**config.mk**
```make
export PLATFORM = sky130hd
export DESIGN_NAME = read_b_in_nbank
export DESIGN_NICKNAME = d
export VERILOG_FILES = /design/src/rtl/read_b_in_nbank_pkg.sv /design/src/rtl/read_b_in_nbank_freespace_tracker.sv /design/src/rtl/read_b_in_nbank.sv
export SDC_FILE = /design/constraint.sdc
export NUM_CORES = 1
export LEC_CHECK = 0
export BUFFER_PORTS_ARGS = -buffer_cell sky130_fd_sc_hd__buf_2
export CAP_MARGIN = 10
export CORE_AREA = 2 2 96 98
export DETAILED_ROUTE_END_ITERATION = 10
export DIE_AREA = 0 0 98 100
export GPL_ROUTABILITY_DRIVEN = 0
export GPL_TIMING_DRIVEN = 1
export HOLD_SLACK_MARGIN = 0.05
export PLACE_DENSITY = 0.84
export SKIP_LAST_GASP = 1
export SYNTH_ARGS = -nofsm -noshare
export SYNTH_HDL_FRONTEND = slang
export SYNTH_SLANG_ARGS = --single-unit
export TNS_END_PERCENT = 20
```
**constraint.sdc**
```tcl
create_clock -name clk -period 5.31 [get_ports clk]
set_input_delay 0.2655 -clock clk [delete_from_list [all_inputs] [get_ports clk]]
set_output_delay 0.2655 -clock clk [all_outputs]
set_load 0.005 [all_outputs]
```
**src/rtl/read_b_in_nbank_pkg.sv**
```systemverilog
// Shared helpers for the n-bank leaf-interface read side: width derivations
// used by the top level and the freespace tracker.
package read_b_in_nbank_pkg;

   function automatic int clog2(input int value);
      int r;
      int v;
      r = 0;
      v = value - 1;
      while (v > 0) begin
         r = r + 1;
         v = v >> 1;
      end
      return r;
   endfunction

   function automatic int bank_bits(input int num_banks);
      return clog2(num_banks);
   endfunction

   function automatic int bank_addr_bits(input int num_addr_bits, input int num_banks);
      return num_addr_bits - clog2(num_banks);
   endfunction

   function automatic int word_bits(input int payload_bits);
      return payload_bits + 1;
   endfunction

endpackage

```
**src/rtl/read_b_in_nbank_freespace_tracker.sv**
```systemverilog
// Consume accounting: returns one credit pulse per UPDATE_SIZE consumes and
// keeps a free-running consumed-word total for debug.
module read_b_in_nbank_freespace_tracker
   import read_b_in_nbank_pkg::*;
#(
   parameter int CNT_W       = 4,
   parameter int UPDATE_SIZE = 4,
   parameter int TOTAL_W     = 32
)(
   input  logic               clk,
   input  logic               reset,
   input  logic               i_consume,
   output logic               o_freespace_update,
   output logic [TOTAL_W-1:0] o_consumed_total
);

   logic [CNT_W-1:0]   r_cnt;
   logic               r_fsu;
   logic [TOTAL_W-1:0] r_total;
   logic               w_last;

   assign w_last = (r_cnt == CNT_W'(UPDATE_SIZE - 1));

   always_ff @(posedge clk) begin
      if (reset) begin
         r_cnt   <= '0;
         r_fsu   <= 1'b0;
         r_total <= '0;
      end else begin
         // Pulse lands in the cycle after the consume that completes a block.
         r_fsu <= i_consume & w_last;
         if (i_consume) begin
            r_cnt   <= w_last ? '0 : r_cnt + 1'b1;
            r_total <= r_total + 1'b1;
         end
      end
   end

   assign o_freespace_update = r_fsu;
   assign o_consumed_total   = r_total;

endmodule

```
**src/rtl/read_b_in_nbank.sv**
```systemverilog
// Read side of the leaf-interface input buffer: presents NUM_BANKS BRAM banks
// round-robin to the user and invalidates each word as it is consumed.
module read_b_in_nbank
   import read_b_in_nbank_pkg::*;
#(
   parameter int NUM_BANKS             = 2,
   parameter int PAYLOAD_BITS          = 64,
   parameter int NUM_ADDR_BITS         = 7,
   parameter int FREESPACE_UPDATE_SIZE = 64,
   parameter int CNT_BITS              = 32
)(
   input  logic                                                     clk,
   input  logic                                                     reset,
   input  logic                                                     ack_user2b_in,
   input  logic [NUM_BANKS*(PAYLOAD_BITS+1)-1:0]                    doutb,
   output logic [NUM_BANKS*(NUM_ADDR_BITS-clog2(NUM_BANKS))-1:0]    addrb,
   output logic [NUM_BANKS-1:0]                                     web,
   output logic [PAYLOAD_BITS-1:0]                                  dout_leaf_interface2user,
   output logic                                                     vld_bram_in2user,
   output logic                                                     freespace_update,
   output logic [CNT_BITS-1:0]                                      consumed_total
);

   localparam int BANK_BITS = bank_bits(NUM_BANKS);
   localparam int BA        = bank_addr_bits(NUM_ADDR_BITS, NUM_BANKS);
   localparam int WORD_BITS = word_bits(PAYLOAD_BITS);

   logic [WORD_BITS-1:0] w_bank_word [NUM_BANKS];
   logic [BA-1:0]        r_addr      [NUM_BANKS];
   logic [BANK_BITS-1:0] r_ptr;
   logic [WORD_BITS-1:0] w_cur;
   logic                 w_vld;
   logic                 w_consume;
   logic [NUM_BANKS-1:0] w_web;

   for (genvar k = 0; k < NUM_BANKS; k++) begin : g_bank
      assign w_bank_word[k]      = doutb[k*WORD_BITS +: WORD_BITS];
      assign addrb[k*BA +: BA]   = r_addr[k];
   end

   // Reset gates the valid bit, which in turn suppresses web and all state updates.
   assign w_cur     = w_bank_word[r_ptr];
   assign w_vld     = w_cur[WORD_BITS-1] & ~reset;
   assign w_consume = w_vld & ack_user2b_in;

   assign dout_leaf_interface2user = w_cur[PAYLOAD_BITS-1:0];
   assign vld_bram_in2user         = w_vld;

   always_comb begin
      w_web = '0;
      if (w_consume) w_web[r_ptr] = 1'b1;
   end

   assign web = w_web;

   // The same bank is revisited no sooner than two cycles later, so its
   // 1-cycle BRAM read has already caught up with the advanced address.
   always_ff @(posedge clk) begin
      if (reset) begin
         r_ptr <= '0;
         for (int k = 0; k < NUM_BANKS; k++) r_addr[k] <= '0;
      end else if (w_consume) begin
         r_ptr         <= r_ptr + 1'b1;
         r_addr[r_ptr] <= r_addr[r_ptr] + 1'b1;
      end
   end

   read_b_in_nbank_freespace_tracker #(
      .CNT_W       (BA + 1),
      .UPDATE_SIZE (FREESPACE_UPDATE_SIZE),
      .TOTAL_W     (CNT_BITS)
   ) u_tracker (
      .clk                (clk),
      .reset              (reset),
      .i_consume          (w_consume),
      .o_freespace_update (freespace_update),
      .o_consumed_total   (consumed_total)
   );

endmodule

```
# Word-level counts from Yosys, hierarchy flattened
# Memories as Yosys holds them, arrays and structs flattened. A register that Yosys moved wholly into a read port is not among the register bits.
# Cells that the tools add are included.
# totals
ram_bits	12
regBits	41
mem_count	1
inputBits	133
# classes
n_bitwise	5
n_eq_ne	1
muxes	17
order_cmp	3
reduce_logical	2
addsub	4
# mem_list
name	words	width	rd	rd_clocked_by_memory_dff	wr	line	rtl
r_addr	2	6	3	1	2	read_b_in_nbank.sv:29	logic [BA-1:0] r_addr [NUM_BANKS];
# ops
op	n
65-bit 2-to-1 mux	3
32-bit by 1-bit adder with 32-bit output, second input constant	1
1-bit 2-to-1 mux	10
7-bit by 1-bit adder with 7-bit output, second input constant	1
7-bit by 6-bit == test with 1-bit output, second input constant	1
7-bit 2-to-1 mux	1
6-bit by 1-bit adder with 6-bit output, second input constant	1
6-bit 2-to-1 mux	1
6-bit OR reduction	1
1-bit bitwise AND	3
2-bit >= comparator, second input constant	1
1-bit by 2-bit less-than comparator with 1-bit output, second input constant	1
2-bit 2-to-1 mux	1
1-bit inverter with 2-bit output	1
1-bit adder, second input constant	1
1-bit demux with 1-bit select	1
1-bit >= comparator, second input constant	1
1-bit logical AND	1
1-bit inverter	1

# Logic depth before layout (Yosys ltp)
# Gate-level depths: netlist of run 1.
# logic_depth
word_depth	11
depth_mapped	7

# Modules after synthesis
# A second synthesis of run 1 with hierarchy kept.
# hier_totals
cells_unflattened	350
hier_area_um2	3478.3
# modules_own_cells
mod	cells_each	instances	area_each_um2
read_b_in_nbank_freespace_tracker	206	1	1839.3
read_b_in_nbank	144	1	1639.1

# Worst setup path after synthesis of run 1
# No wires, ideal clock.
# synth_path
path_type	flip-flop to flip-flop
from	register r_ptr
to	register u_tracker.r_total[26] (netlist: u_tracker.o_consumed_total[26])
n_path_buf	2
synth_period_minus_slack_ns	2.070
setup_ns	0.123
arrival_ns	1.947
stages_incl_launch_ff	7
required_time_ns	5.187
setup_slack_ns	3.240
path_cell_list	dfxtp_1 > buf_4 > mux2i_2 > or4b_4 > buf_6 > nor4_1 > mux2_1
# synth_via
elab_chain_cells	6
# synth_lines
item	line	rtl
start: declaration	read_b_in_nbank.sv:30	logic [BANK_BITS-1:0] r_ptr;
start signal: assignment	read_b_in_nbank.sv:63	r_ptr <= r_ptr + 1'b1;
1-bit inverter with 2-bit output (not written as such)	read_b_in_nbank.sv:42	assign w_cur = w_bank_word[r_ptr];
65-bit 2-to-1 mux (not written as such) (3 in a row)	read_b_in_nbank.sv:42	
1-bit bitwise AND	read_b_in_nbank.sv:43	assign w_vld = w_cur[WORD_BITS-1] & ~reset;
1-bit bitwise AND	read_b_in_nbank.sv:44	assign w_consume = w_vld & ack_user2b_in;
end signal: assignment	read_b_in_nbank_freespace_tracker.sv:34	r_total <= r_total + 1'b1;
end: declaration	read_b_in_nbank_freespace_tracker.sv:19	logic [TOTAL_W-1:0] r_total;
# Every way passes these cells. The select of a mux whose other input is x is not followed.
# A chain may end at the register's enable or synchronous reset.

# Final worst setup path of run 1
# layout_path
from	register r_ptr
to	output web[0]
# layout_via
elab_chain_cells	7
# layout_lines
item	line	rtl
1-bit inverter with 2-bit output (not written as such)	read_b_in_nbank.sv:42	
65-bit 2-to-1 mux (not written as such) (3 in a row)	read_b_in_nbank.sv:42	
1-bit bitwise AND	read_b_in_nbank.sv:43	
1-bit bitwise AND	read_b_in_nbank.sv:44	
2-bit 2-to-1 mux (*)	read_b_in_nbank.sv:51	if (w_consume) w_web[r_ptr] = 1'b1;
end: declaration	read_b_in_nbank.sv:17	output logic [NUM_BANKS-1:0] web,
# Every way passes the cells marked *; elsewhere a longest branch is shown, timed or not. The select of a mux whose other input is x is not followed.

==> results of run 1 <==
[logic make-up after synthesis]
| group | share of synthesized area |
|---|---|
| buffers and inverters | 0.03891 |
| adders and majority gates | 0.01836 |
| muxes | 0.2533 |
| xor gates and xnor gates | 0.04112 |
| DFF | 0.3524 |
| AOI/OAI and AO/OA | 0.09435 |
| and+or+nand+nor | 0.2015 |
[routing by layer]
metal  global-route usage  share of wire  vias to the layer above  routed length [µm]
li1                     -              -                     1793                   -
met1               0.2909           0.40                     1756                5044
met2               0.4183           0.48                      195                6014
met3              0.07939          0.098                       22                1230
met4              0.06410          0.021                        4                 263
met5                    0         0.0021                        -                  26
[layout make-up]
type / instances / area (µm²) / area share
timing repair buffer: 245 / 1229 / 0.2564
clock buffer: 7 / 98.84 / 0.02063
multi-input combinational: 274 / 2074 / 0.4329
tap: 111 / 138.9 / 0.02898
antenna: 3 / 7.507 / 0.001567
clock inverter: 1 / 7.507 / 0.001567
inverter: 9 / 33.78 / 0.007050
sequential: 54 / 1202 / 0.2509
[Yosys cell counts, drive strengths merged (3+ instances only)]
cell type   n
inv         8
clkbuf     11
nor2       33
edfxtp     12
o41ai      10
nand3      16
mux2       71
nand3b      3
o311ai     10
xor2        7
buf        10
o31ai       5
nor3        4
and4        4
dfxtp      42
a21oi      13
xnor2       9
nor2b       5
ha          5
nand2      23
and3        4
or2         8
o21ai       5
nor4        7
or3         4
nand4       8
and2        3
or4         5
mux2i       6
[metrics by stage]
step / power (mW) / instance area [µm²]
3_3_place_gp: 0.6395 / 4678
4_1_cts: 0.8962 / 4785
6_report: 0.8918 / 4792
5_1_grt: 0.9198 / 4787
3_5_place_dp: 0.6439 / 4678
2_1_floorplan: 0.5335 / 3408
[path summary, 6_finish.rpt]
path	start	endpoint	slack, ns
setup reg to reg	r_ptr	r_addr[0][1]	2.41
hold reg to reg	u_tracker.r_cnt[6]	u_tracker.o_freespace_update	0.46
hold / removal	u_tracker.r_cnt[6]	u_tracker.o_freespace_update	0.46
setup / recovery	r_ptr	web[0]	2.23
[flip-flops by register name, indices dropped and copies added, names as in the netlist, named ones only]
name                          count
u_tracker.o_consumed_total       32
u_tracker.o_freespace_update      1
r_addr                           12
r_ptr                             1
u_tracker.r_cnt                   7
[worst reg2reg max path: cells and delay by family (launching register included)]
family / cells / cell delay (ns)
simple gates: 3 / 0.68
buf+inv: 2 / 0.91
mux: 1 / 0.47
flops: 1 / 0.54
[where the power goes]
group	switching (mW)	internal, mW
Sequential	0.00944	0.427
Combinational	0.0884	0.111
Clock	0.133	0.124
Total	0.231	0.661
==> results.cfg, run 1 <==
[setup_path]
end_kind = output pin
critPathRequiredTime_ns = 5.04
cp_cell_sequence = buf_4, mux2_2, nand2_1, clkinv_1, ha_1, buf_2
crit_type = flip-flop to output pin
path_depth = 6
cp_top_family = buffers and inverters
arrival_ns = 2.81
path_buf_inv = 3
slowest_delay_ns = 0.62
reg2reg_depth = 6
startpoint_type = flip-flop
slowest_stage = buf_4
crit_path_max_fanout = 56

[synth]
synth_edf_count = 12
syn_area_per_cell_um2 = 9.520
ys_seq_area_frac = 0.3524
synth_area_leader_cell = dfxtp_1
ys.flop_type = dfxtp_1
syn_inst = 358
synth_top_area_frac = 0.2467
synthArstFlopShare = 0
yosysWarningCount = 0
syn_nets = 496
ys_ff_latch = 54
synth_area_leaders = dfxtp_1, mux2_2, edfxtp_1
synth_cell_types = 42
syn-cell-area_um2 = 3408

[final_layout]
final_cells = 704
postLayoutCoreUtil = 0.5391
fin_nets = 727
n_fill_cell = 804
final_layout_size_suffix_gt1_frac = 0.5644
final_common_cell = buf_2
most-common-layout-cells = buf_2, mux2_2, dfxtp_1, nor2_1, nand2_1
syn_to_final_growth_pct = 40.60

[clock_tree]
cts_tree = done
clock_sinks = 54
root_buffer = clkbuf_8
clock_latency_ns = 0.31
cts-htree-levels = 2
holdBufCountCts = 0
cts_buffers = 5
cts_setup_buffers = 0
clk_pin_slew_ns = 0.09
cts_resized = 0
clockBufferDepth = 2

[sta]
finalMaxSlewViolations = 0
worst_pin_slew_ns = 0.7543
rsz0062_at_grt = no
holdWs_ns = 0.4570
max_slew_margin = 0.4971
setup_violations = 0
finalSetupTns_ns = 0
clock.fmax_ghz = 0.3247
period_share = 0.5800
min_period_ns = 3.080
final_hold_viol_count = 0
skew_ns = 0.007682
setup_ws_ns = 2.230

[pwr]
peakVddDrop_v = 0.00008612
powerDensity_nw_per_um2 = 186.1
p_leak_nw = 2.191

[global_routing]
grt_max_degree = 57
antenna_found_initial = 5
grt_first_pass_wirelength_um = 18650
grt_pass1_vias = 3534
track_usage = 0.2420
grt_overflow = 0

[placement]
placed_cells = 693
port_buffers = 244
hpwl_um = 10380
pre_cts_slack_ns = 2.454

[floorplan]
row_count = 35
die_h_um = 100
start_util = 0.3834
die_area_um2 = 9800
io_pins = 245
die_w_um = 98
coreArea_um2 = 8890

[run_status]
status = finished clean

[route]
num_vias = 3770
drt_iter0_drc = 184
avgRoutedWirePerCell_um = 17.87
drc = 0
drt-pass1-iter-count = 5
wirelength_um = 12580
ant_nets = 0
via_per_inst = 5.355

[min_path]
hp-class = flip-flop to flip-flop
holdPathStages = 1

[run]
cap_violations = 0
Power figures use the tool's default switching activity.
==> run 2: changes to the inputs <==
--- a/config.mk
+++ b/config.mk
@@ -5,15 +5,16 @@
 export SDC_FILE = /design/constraint.sdc
 export NUM_CORES = 1
 export LEC_CHECK = 0
+export ABC_AREA = 1
 export BUFFER_PORTS_ARGS = -buffer_cell sky130_fd_sc_hd__buf_2
 export CAP_MARGIN = 10
-export CORE_AREA = 2 2 96 98
+export CORE_AREA = 2 2 95 97
 export DETAILED_ROUTE_END_ITERATION = 10
-export DIE_AREA = 0 0 98 100
+export DIE_AREA = 0 0 97 99
 export GPL_ROUTABILITY_DRIVEN = 0
 export GPL_TIMING_DRIVEN = 1
 export HOLD_SLACK_MARGIN = 0.05
-export PLACE_DENSITY = 0.84
+export PLACE_DENSITY = 0.87
 export SKIP_LAST_GASP = 1
 export SYNTH_ARGS = -nofsm -noshare
 export SYNTH_HDL_FRONTEND = slang
==> constraint.sdc (replaced) <==
create_clock -name clk -period 3 [get_ports clk]
set_input_delay 0.15 -clock clk [delete_from_list [all_inputs] [get_ports clk]]
set_output_delay 0.15 -clock clk [all_outputs]
set_load 0.005 [all_outputs]
==> run 2 against run 1 <==
  * Worst setup slack worse by 1.2 ns
  * Final area up 2.5%
  * Via count is 21% higher
  * Area after synthesis grew 3.3%
==> results.cfg, run 2 <==
[global_routing]
antenna_found_initial = 4
track_usage = 0.2854
grt_overflow = 0
grt_first_pass_wirelength_um = 21310
grt_max_degree = 48
grt_pass1_vias = 4185

[setup_path]
cp_top_family = buffers and inverters
cpMostUsedCell = nand2_1
slowest_stage = buf_4
startpoint_type = flip-flop
arrival_ns = 1.80
slowest_delay_ns = 0.47
cp_cell_sequence = inv_2, buf_4, nand2_1, nand2_1, buf_2
crit_type = flip-flop to output pin
path_buf_inv = 3
end_kind = output pin
crit_path_max_fanout = 47
critPathRequiredTime_ns = 2.85

[synth]
ys.flop_type = dfxtp_1
synth_area_leaders = nand2_1, dfxtp_1, edfxtp_1
yosysWarningCount = 0
synth_area_leader_cell = nand2_1
syn-cell-area_um2 = 3520
synthArstFlopShare = 0
synth_top_area_frac = 0.3157
synth.most_common_cell = nand2_1
synth_edf_count = 12
syn_area_per_cell_um2 = 5.935
synth_cell_types = 30
syn_inst = 593
synth_top_cells_by_count = nand2_1, nor2_1, dfxtp_1, inv_1, nand3_1
syn_nets = 731
ys_ff_latch = 54
ys_seq_area_frac = 0.3413

[clock_tree]
clock_sinks = 54
cts_tree = done
root_buffer = clkbuf_8
clockBufferDepth = 2
cts_resized = 0
holdBufCountCts = 0
cts_setup_buffers = 0
cts_buffers = 5
cts-htree-levels = 2
clk_pin_slew_ns = 0.09
clock_latency_ns = 0.31

[floorplan]
start_util = 0.4116
die_h_um = 99
io_pins = 245
die_w_um = 97
die_area_um2 = 9603
coreArea_um2 = 8551
row_count = 34

[placement]
place_area_um2 = 4821
hpwl_um = 11680
port_buffers = 244

[route]
wirelength_um = 14060
via_per_inst = 4.852
ant_nets = 0
avgRoutedWirePerCell_um = 14.98
drt-pass1-iter-count = 5
num_vias = 4556
drt_iter0_drc = 320
drc = 0

[final_layout]
multi_input_area_um2 = 2071
n_fill_cell = 862
stdcell_area_um2 = 4911
largest_reg_flops = 32
seqCellArea_um2 = 1202
final_common_cell = nand2_1
fin_nets = 966
syn_to_final_growth_pct = 39.53
most-common-layout-cells = nand2_1, buf_2, nor2_1, dfxtp_1, inv_1
final_layout_size_suffix_gt1_frac = 0.3221

[sta]
finalSetupTns_ns = 0
finalMaxSlewViolations = 0
period_share = 0.6507
clock.fmax_ghz = 0.5122
setup_violations = 0
rsz0062_at_grt = no
max_slew_margin = 0.6592
skew_ns = 0.006035
min_period_ns = 1.952
final_hold_viol_count = 0
worst_pin_slew_ns = 0.5093

[pwr]
peakVddDrop_v = 0.0001719
p_leak_nw = 2.724
powerDensity_nw_per_um2 = 318.2

[min_path]
hp-class = primary input to flip-flop

[run]
cap_violations = 0

[run_status]
status = finished clean
## run 2: cell count changes after synthesis, sizes merged, moves of 7 or more
cell	change
nand3	+13
o41ai	-10
nor2	+58
o311ai	-10
inv	+31
nor4	-7
mux2	-71
nand2	+273
or2	-8
## run 2: layout make-up
type	count	share of cell area
Timing Repair Buffer	250	0.2578
Antenna cell	2	0.001019
Clock buffer	5	0.01401
Tap cell	108	0.02752
Multi-Input combinational cell	478	0.4217
Inverter	39	0.02981
Clock inverter	3	0.003312
Sequential cell	54	0.2448
## run 2: power by group
group | internal (mW) | switching (mW) | leakage [nW]
sequential | 0.756 | 0.00977 | 0.464
clock | 0.160 | 0.237 | 0.0416
combinational | 0.176 | 0.223 | 2.22
total | 1.09 | 0.470 | 2.72
## run 2: final timing paths
check	startpoint	end	slack, ns	depth (start not counted)
max reg2reg	r_ptr	u_tracker.o_consumed_total[5]	1.16	9
min	reset	flip-flop	0.24	2
min reg2reg	u_tracker.r_cnt[6]	u_tracker.r_cnt[6]	0.46	2
max	r_ptr	dout_leaf_interface2user[55]	1.05	5
## run 2: logic make-up (layout without fill, tap and decap cells)
family,Yosys count,count (layout),synth area share
AO/OA/AOI/OAI,23,23,0.03519
XOR/XNOR,10,10,0.02488
adder cells (fa/ha/maj),5,5,0.01777
buffers and inverters,61,297,0.07039
flip-flops,54,54,0.3413
multiplexers,1,1,0.002844
other,0,2,0
AND/OR/NAND/NOR,439,439,0.5076
## run 2: metrics by stage
stage,util,hold slack (ns),instances,total power [mW],setup WS (ns)
after CTS,0.5737,0.2450,937,1.570,1.017
after global placement,0.5638,0.4421,929,1.176,1.243
after floorplan,-,0.3908,593,0.9524,1.432
after detailed placement,0.5638,0.4515,929,1.180,1.201
after global routing,0.5743,0.2650,939,1.643,0.8730
final,0.5743,0.2430,939,1.563,1.048
## run 2: metal layers
metal	wire [µm]	GRT usage
met2	6038	0.4434
met1	5728	0.3552
met4	605	0.1398
met3	1664	0.09787
met5	27	0
